### src/rtl/uart_tx_buf_pkg.sv
// uart_tx_buf_pkg: shared UART encodings (3-bit FSM states, DATA_W) and the clocks-per-bit derivation
package uart_tx_buf_pkg;
  localparam int DATA_W = 8;
  localparam logic [2:0] S_IDLE   = 3'd0;
  localparam logic [2:0] S_START  = 3'd1;
  localparam logic [2:0] S_DATA   = 3'd2;
  localparam logic [2:0] S_PARITY = 3'd3;
  localparam logic [2:0] S_STOP   = 3'd4;
  function automatic int bps_cnt(input int clk_freq, input int baud);
    return clk_freq / baud;
  endfunction
endpackage

### src/rtl/uart_sync_fifo.sv
// uart_sync_fifo: first-word-fall-through synchronous FIFO, depth 2**AW.
//   clk, rst (sync, active-low), push/din write, pop read (dout shows head),
//   full, empty, count. A push while full is accepted only alongside a pop.
module uart_sync_fifo #(
  parameter int DW = 8,
  parameter int AW = 4
) (
  input  logic          clk,
  input  logic          rst,
  input  logic          push,
  input  logic          pop,
  input  logic [DW-1:0] din,
  output logic [DW-1:0] dout,
  output logic          full,
  output logic          empty,
  output logic [AW:0]   count
);
  logic [DW-1:0] mem [2**AW];
  logic [AW-1:0] wp, rp;
  logic wr, rd;
  assign rd    = pop & ~empty;
  assign wr    = push & (~full | rd);
  assign full  = count == (AW+1)'(2**AW);
  assign empty = count == '0;
  assign dout  = mem[rp];
  always_ff @(posedge clk) begin
    if (!rst) begin
      wp    <= '0;
      rp    <= '0;
      count <= '0;
    end else begin
      wp    <= wr ? wp + AW'(1) : wp;
      rp    <= rd ? rp + AW'(1) : rp;
      count <= count + (AW+1)'(wr) - (AW+1)'(rd);
    end
  end
  always_ff @(posedge clk)
    if (wr) mem[wp] <= din;
endmodule

### src/rtl/uart_tx_buf.sv
// uart_tx_buf: queues bytes from the UART receiver and re-serialises them as 8N1 frames.
//   clk; rst (sync, active-low); rx_done (0->1 = new byte); data_in[7:0];
//   txd (idle high); tx_busy (frame on line); fifo_empty; fifo_full; overflow (sticky drop flag).
//   Define UART_TX_PARITY_EN for 8E1 frames (even parity bit after the data bits).
module uart_tx_buf
  import uart_tx_buf_pkg::*;
#(
  parameter int CLK_FREQ = 50_000_000,
  parameter int BAUD     = 9600,
  parameter int FIFO_AW  = 4
) (
  input  logic              clk,
  input  logic              rst,
  input  logic              rx_done,
  input  logic [DATA_W-1:0] data_in,
  output logic              txd,
  output logic              tx_busy,
  output logic              fifo_empty,
  output logic              fifo_full,
  output logic              overflow
);
  localparam int BPS_CNT = bps_cnt(CLK_FREQ, BAUD);
  localparam int CW = $clog2(BPS_CNT + 1);
  logic rx_d, push, pop, bit_end;
  logic [2:0] state, bit_idx;
  logic [CW-1:0] cnt;
  logic [DATA_W-1:0] shift, dout;
  logic [FIFO_AW:0] count;
  logic unused_count;
  assign unused_count = ^count;
  assign push    = rx_done & ~rx_d;
  assign bit_end = cnt == CW'(BPS_CNT - 1);
  // Popping at the last stop cycle chains frames with no idle gap.
  assign pop     = ~fifo_empty & (state == S_IDLE | (state == S_STOP & bit_end));
  assign tx_busy = state != S_IDLE;
  uart_sync_fifo #(.DW(DATA_W), .AW(FIFO_AW)) u_fifo (
    .clk(clk), .rst(rst), .push(push), .pop(pop), .din(data_in), .dout(dout),
    .full(fifo_full), .empty(fifo_empty), .count(count)
  );
`ifdef UART_TX_PARITY_EN
  logic par;
  assign txd = state == S_START ? 1'b0 : state == S_DATA ? shift[0] : state == S_PARITY ? par : 1'b1;
  always_ff @(posedge clk)
    if (!rst) par <= 1'b0;
    else if (pop) par <= ^dout;
`else
  assign txd = state == S_START ? 1'b0 : state == S_DATA ? shift[0] : 1'b1;
`endif
  always_ff @(posedge clk) begin
    if (!rst) begin
      rx_d     <= 1'b0;
      state    <= S_IDLE;
      cnt      <= '0;
      bit_idx  <= '0;
      shift    <= '0;
      overflow <= 1'b0;
    end else begin
      rx_d <= rx_done;
      if (push & fifo_full & ~pop) overflow <= 1'b1;
      cnt <= (state == S_IDLE || bit_end) ? '0 : cnt + CW'(1);
      if (pop) begin
        shift   <= dout;
        bit_idx <= '0;
        state   <= S_START;
      end else if (bit_end) begin
        if (state == S_START) state <= S_DATA;
        else if (state == S_DATA) begin
          shift   <= shift >> 1;
          bit_idx <= bit_idx + 3'd1;
`ifdef UART_TX_PARITY_EN
          if (bit_idx == 3'd7) state <= S_PARITY;
        end else if (state == S_PARITY) state <= S_STOP;
`else
          if (bit_idx == 3'd7) state <= S_STOP;
        end
`endif
        else if (state == S_STOP) state <= S_IDLE;
      end
    end
  end
endmodule

### config.mk
export PLATFORM = sky130hd
export DESIGN_NAME = uart_tx_buf
export DESIGN_NICKNAME = d
export VERILOG_FILES = /design/src/rtl/uart_tx_buf_pkg.sv /design/src/rtl/uart_sync_fifo.sv /design/src/rtl/uart_tx_buf.sv
export SDC_FILE = /design/constraint.sdc
export NUM_CORES = 1
export LEC_CHECK = 0
export ABC_CLOCK_PERIOD_IN_PS = 10900
export CAP_MARGIN = 30
export CORE_ASPECT_RATIO = 0.8
export CORE_UTILIZATION = 40
export CTS_CLUSTER_DIAMETER = 40
export DETAILED_ROUTE_END_ITERATION = 12
export GPL_TIMING_DRIVEN = 0
export HOLD_SLACK_MARGIN = 0.15
export SYNTH_ARGS = -nofsm -noshare
export SYNTH_HDL_FRONTEND = slang
export SYNTH_HIERARCHICAL = 1
export SYNTH_SLANG_ARGS = --single-unit
### constraint.sdc
create_clock -name clk -period 10.9 [get_ports clk]
set_input_delay 2.18 -clock clk [delete_from_list [all_inputs] [get_ports clk]]
set_output_delay 2.18 -clock clk [all_outputs]
set_load 0.01 [all_outputs]
-- Word level (Yosys, flattened, before mapping)
Memory sizes are Yosys's and may differ from the RTL's. A register that Yosys moved wholly into a read port is not among the register bits.
Index checks and enable logic that the tools add are counted.
- memory bits (writable): 128
- bits of input ports: 11
- bits in registers: 42
- memories: 1
- eq/ne operators: 9
- $add $sub $neg: 6
- reduce and logical (&&, ||, !) cells: 14
- multiplexer cells: 16
- bitwise logic cells: 15
- memories (memory ; words ; width ; rd ports ; clocked after memory_dff ; wr ports ; line ; source):
    u_fifo.mem ; 16 ; 8 ; 1 ; 1 ; 1 ; uart_sync_fifo.sv:18 ; logic [DW-1:0] mem [2**AW];
- operators by type and width (operator ; number):
    8-bit 2-to-1 mux ; 4
    13-bit by 1-bit adder with 13-bit output (second input constant) ; 1
    13-bit equality test (second input constant) ; 1
    3-bit 2-to-1 mux ; 4
    3-bit AND reduction ; 4
    4-bit by 1-bit adder with 4-bit output (second input constant) ; 2
    4-bit 2-to-1 mux ; 2
    1-bit AND ; 7
    3-bit equality test (second input constant) ; 2
    1-bit 2-to-1 mux ; 6
    1-bit NOT ; 6
    3-bit nonzero test ; 2
    5-bit by 1-bit adder with 5-bit output ; 1
    5-bit equality test (second input constant) ; 1
    5-bit logical NOT ; 1
    5-bit by 1-bit subtractor with 5-bit output ; 1
    4-bit by 3-bit != test with 1-bit output (second input constant) ; 1
    2-bit nonzero test ; 2
    4-bit nonzero test ; 1
    2-bit OR reduction ; 2
    3-bit by 1-bit adder with 3-bit output (second input constant) ; 1
    3-bit by 1-bit equality test with 1-bit output (second input constant) ; 1
    3-bit by 2-bit equality test with 1-bit output (second input constant) ; 1
    3-bit logical NOT ; 1
    4 further kinds ; 5

-- Longest topological paths before layout
- depth in word-level cells: 9
- depth in mapped cells: 18
- depth with buffers taken out: 17

-- Hierarchy
The synthesis kept the hierarchy.
- by module, submodules not included (module ; instances ; area each (um^2) ; sequential area each (um^2) ; cells each):
    uart_sync_fifo ; 1 ; 5841.9 ; 4184.0 ; 310
    uart_tx_buf ; 1 ; 1353.8 ; 580.6 ; 144

-- Least setup slack after synthesis
OpenSTA, ideal clock, no wires.
- path type: input-to-reg
- start point: input port rx_done
- end point: register u_fifo.count[4]
- cell stages on the path: 11
- setup time: 0.116 ns
- path slack: 6.516 ns
- buffers on the path: 1
- data required time: 10.784 ns
- arrival time: 4.268 ns
- path through: nor2b_1 > o21ai_1 > buf_2 > ha_1 > inv_1 > ha_1 > fa_1 > a21oi_1 > nor2_1 > or3_1 > and3_1
- longest elaborated chain between the ends: 4
- ends and longest elaborated chain (what ; line ; source):
    start, declared ; uart_tx_buf.sv:14 ; input logic rx_done,
    1-bit AND ; uart_tx_buf.sv:31 ; assign push = rx_done & ~rx_d;
    1-bit AND ; uart_sync_fifo.sv:22 ; assign wr = push & (~full | rd);
    5-bit by 1-bit adder with 5-bit output ; uart_sync_fifo.sv:34 ; count <= count + (AW+1)'(wr) - (AW+1)'(rd);
    5-bit by 1-bit subtractor with 5-bit output ; uart_sync_fifo.sv:34 ;
    end signal, assigned ; uart_sync_fifo.sv:34 ;
    end, declared ; uart_sync_fifo.sv:16 ; output logic [AW:0] count
No other way between the ends.
A chain may end at the register's enable or synchronous reset.

-- Worst setup path in the final report
- start point: input port rx_done
- end point: register u_fifo.count[4]
- longest elaborated chain between the ends: 4
- ends and longest elaborated chain (what ; line ; source):
    1-bit AND ; uart_tx_buf.sv:31 ;
    net push ; uart_tx_buf.sv:24 ; logic rx_d, push, pop, bit_end;
    1-bit AND ; uart_sync_fifo.sv:22 ;
    5-bit by 1-bit adder with 5-bit output ; uart_sync_fifo.sv:34 ;
    5-bit by 1-bit subtractor with 5-bit output ; uart_sync_fifo.sv:34 ;
The timed path passes the listed nets, and every way through them passes these cells.

==> flow_metrics.env <==
export IMPL_drc=2
export IMPL_arrival_ns=5.03
export IMPL_power_density_nw_per_um2=213
export IMPL_syn_area_sq_um=7200
export IMPL_grt_pass1_wl_microns=21600
export IMPL_synth_seq_cells=174
export IMPL_cp_end_kind="flip-flop"
export IMPL_synth_flop_cell="edfxtp_1"
export IMPL_ioPinCount=16
export IMPL_htree_levels=4
export IMPL_slew_headroom_pct=42.2
export IMPL_clock_skew_ns=0.00741
export IMPL_firstDrtPassIters=8
export IMPL_hold_viol_final=0
export IMPL_crit_top_cell="ha_1"
export IMPL_async_flop_share_pct=0
export IMPL_final_layout_size_suffix_gt1_share_pct=13.9
export IMPL_min_period_over_period_pct=43.2
export IMPL_grtUsageTotal_pct=16.0
export IMPL_first_iter_violations=251
export IMPL_initial_core_util_pct=41.2
export IMPL_slew_violations=0
export IMPL_rows=43
export IMPL_grt_pass1_vias=3933
export IMPL_avgViaCountPerCell=5.40
export IMPL_syn2layout_area_growth_pct=14.4
export IMPL_timing_rr_end="u_fifo/count[4]"
export IMPL_ctsHoldBuffers=0
export IMPL_synth_common_cells="edfxtp_1 (128), dfxtp_1 (46), nor2_1 (25)"
export IMPL_yosys_area_top_type="edfxtp_1"
export IMPL_holdPathEnd="overflow"
export IMPL_ys_types=50
export IMPL_max_clock_freq_ghz=0.212
export IMPL_synth_most_common_cell="edfxtp_1"
export IMPL_coreArea_sq_um=17500
export IMPL_clk_pin_slew_ns=0.06
export IMPL_gp_congestion=0.785
export IMPL_post_cts_resized=0
export IMPL_vdd_drop_max_v=0.000145
export IMPL_violations="DRC"
export IMPL_ys_warn_count=6
export IMPL_critical_path_startpoint="rx_done"
export IMPL_antenna_found_initial=0
export IMPL_outcome="finished, violations left"
export IMPL_slowest_delay_ns=0.46
export IMPL_min_from="overflow"
export IMPL_fin_nets=517
export IMPL_worstPathRequired_ns=11.22
export IMPL_grt_max_degree=17
export IMPL_hp_class="flip-flop to flip-flop"
export IMPL_avgSynthCellArea_sq_um=15.8
export IMPL_synth_top_area_share_pct=53.4
export IMPL_critPathKind="input pin to flip-flop"
export IMPL_routed_wl_microns=13900
export IMPL_overflow=0
export IMPL_cts_tree="built"
export IMPL_r2r_start="u_fifo/count[2]"
export IMPL_die_w_microns=152
export IMPL_fill_cells=1473
export IMPL_io_buffers=15
export IMPL_syn_num_nets=480
export IMPL_route_vias_total=3929
export IMPL_num_antenna_cells=0
export IMPL_cts_root_buf="clkbuf_16"
export IMPL_ff_latch_area_sq_um=4760
export IMPL_die_h_microns=122
export IMPL_synth_area_top_cells="edfxtp_1 (53%), dfxtp_1 (13%), mux4_2 (5.6%), mux4_1 (5.1%), ha_1 (2.4%)"
export IMPL_postCtsSetupBuffers=0
export IMPL_cp_max_fo=10
export IMPL_worstSetupStartpointType="input pin"
export IMPL_crit_chain="clkdlybuf4s50_1, nor2b_1, o21ai_1, buf_2, ha_1, inv_1, ha_1, fa_1, a21oi_1, nor2_1, or3_1, and3_1"
export IMPL_cts_inserted_buffers=17
export IMPL_hold_depth=2
export IMPL_ant_nets=0
export IMPL_setup_tns_ns=0
export IMPL_r2r_slack_ns=6.77
export IMPL_synth_edf_count=128
export IMPL_synthCells=454
export IMPL_clkLatencyLatePin_ns=0.42
export IMPL_finalSetupViolations=0
export IMPL_worst_hold_slack_ns=0.456
export IMPL_wire_per_inst_microns=19.0
export IMPL_rsz0062_at_grt="false"
export IMPL_slowest_stage="clkdlybuf4s50_1"
export IMPL_dp_hpwl_microns=9490
export IMPL_fp_dieArea_sq_um=18500
export IMPL_maxCapViolCount=0
export IMPL_worst_pin_slew_ns=0.865
export IMPL_reg2reg_depth=18
export IMPL_ys_seq_area_share_pct=66.2
export IMPL_period_needed_ns=4.71
export IMPL_cts_buffer_depth=2
export IMPL_power_leakage_nw=2.82
export IMPL_multi_input_area_sq_um=2230
export IMPL_cts_sinks=174
==> cells by family (layout without fill, tap and decap cells) <==
family | Yosys count | in the layout | share of synthesized area (%)
AO/OA/AOI/OAI | 53 | 53 | 4.94
XOR/XNOR | 20 | 20 | 2.43
adder cells (fa/ha/maj) | 15 | 15 | 2.71
buffers and inverters | 37 | 86 | 2.78
flip-flops | 174 | 174 | 66.2
multiplexers | 41 | 41 | 12.0
AND/OR/NAND/NOR | 114 | 114 | 8.92
==> cell usage in the layout (no fill, tap or decap), drive strengths merged, types with 12 or more instances in the layout <==
cell	Yosys	final
dfxtp	46	46
a22oi	16	16
clkbuf	6	23
and2	17	17
mux4	32	32
nand3	14	14
nor2	25	25
edfxtp	128	128
clkdlybuf4s50	0	15
buf	13	16
ha	14	14
inv	15	17
xnor2	12	12
nand2	18	18
==> where the power goes <==
part           leakage, nW  switching (W)  internal (W)
sequential            1.53      0.0000232      0.000752
combinational         1.01       0.000198      0.000181
clock                0.277       0.000245      0.000359
==> registers in the layout, summed over array words and instances, names as in the netlist, named ones only <==
| register | flops |
|---|---|
| u_fifo/mem | 128 |
| bit_idx | 3 |
| u_fifo/wp | 4 |
| cnt | 13 |
| rx_d | 1 |
| shift | 8 |
| u_fifo/rp | 4 |
| u_fifo/count | 5 |
| overflow | 1 |
| state | 3 |
==> through the flow <==
step,total power [W],util [%],instances,area [sq um],setup WS (ns)
2_1_floorplan,0.00106,-,454,7200,6.52
3_3_place_gp,0.00116,43.6,694,7630,5.80
3_5_place_dp,0.00117,43.7,697,7640,5.77
4_1_cts,0.00178,47.1,728,8240,6.22
5_1_grt,0.00184,47.1,728,8240,6.01
6_report,0.00176,47.1,728,8240,6.19
==> routing by layer <==
layer | GRT usage [%] | vias to the layer above | share of wire [%]
met2 | 25.5 | 91 | 49
met1 | 21.5 | 1997 | 45
met4 | 5.36 | 0 | 0.92
li1 | - | 1830 | -
met5 | 0 | - | 0
met3 | 4.06 | 11 | 5.4
==> worst max-delay path: cells and delay by family <==
family,cells,cell delay (ns)
adders and majority gates,3,0.90
AOI/OAI and AO/OA,2,0.38
buffers and inverters,3,0.76
and+or+nand+nor,4,0.80
==> worst max path at each step <==
stage,to,slack (ns),depth (start not counted)
6_report,u_fifo/count[4],6.19,12
2_1_floorplan,u_fifo/count[4],6.52,11
3_5_place_dp,u_fifo/count[4],5.77,12
4_1_cts,u_fifo/count[4],6.22,12
5_1_grt,u_fifo/count[4],6.01,12
3_3_place_gp,u_fifo/count[4],5.80,12
==> area by class of cell <==
| class | count | share of cell area (%) |
|---|---|---|
| Buffer | 22 | 1.75 |
| Tap cell | 225 | 3.42 |
| Clock buffer | 17 | 5.17 |
| Timing Repair Buffer | 18 | 2.01 |
| Sequential cell | 174 | 57.9 |
| Inverter | 15 | 0.684 |
| Multi-Input combinational cell | 243 | 27.1 |
| Clock inverter | 14 | 2.04 |
Power figures use the tool's default switching activity.
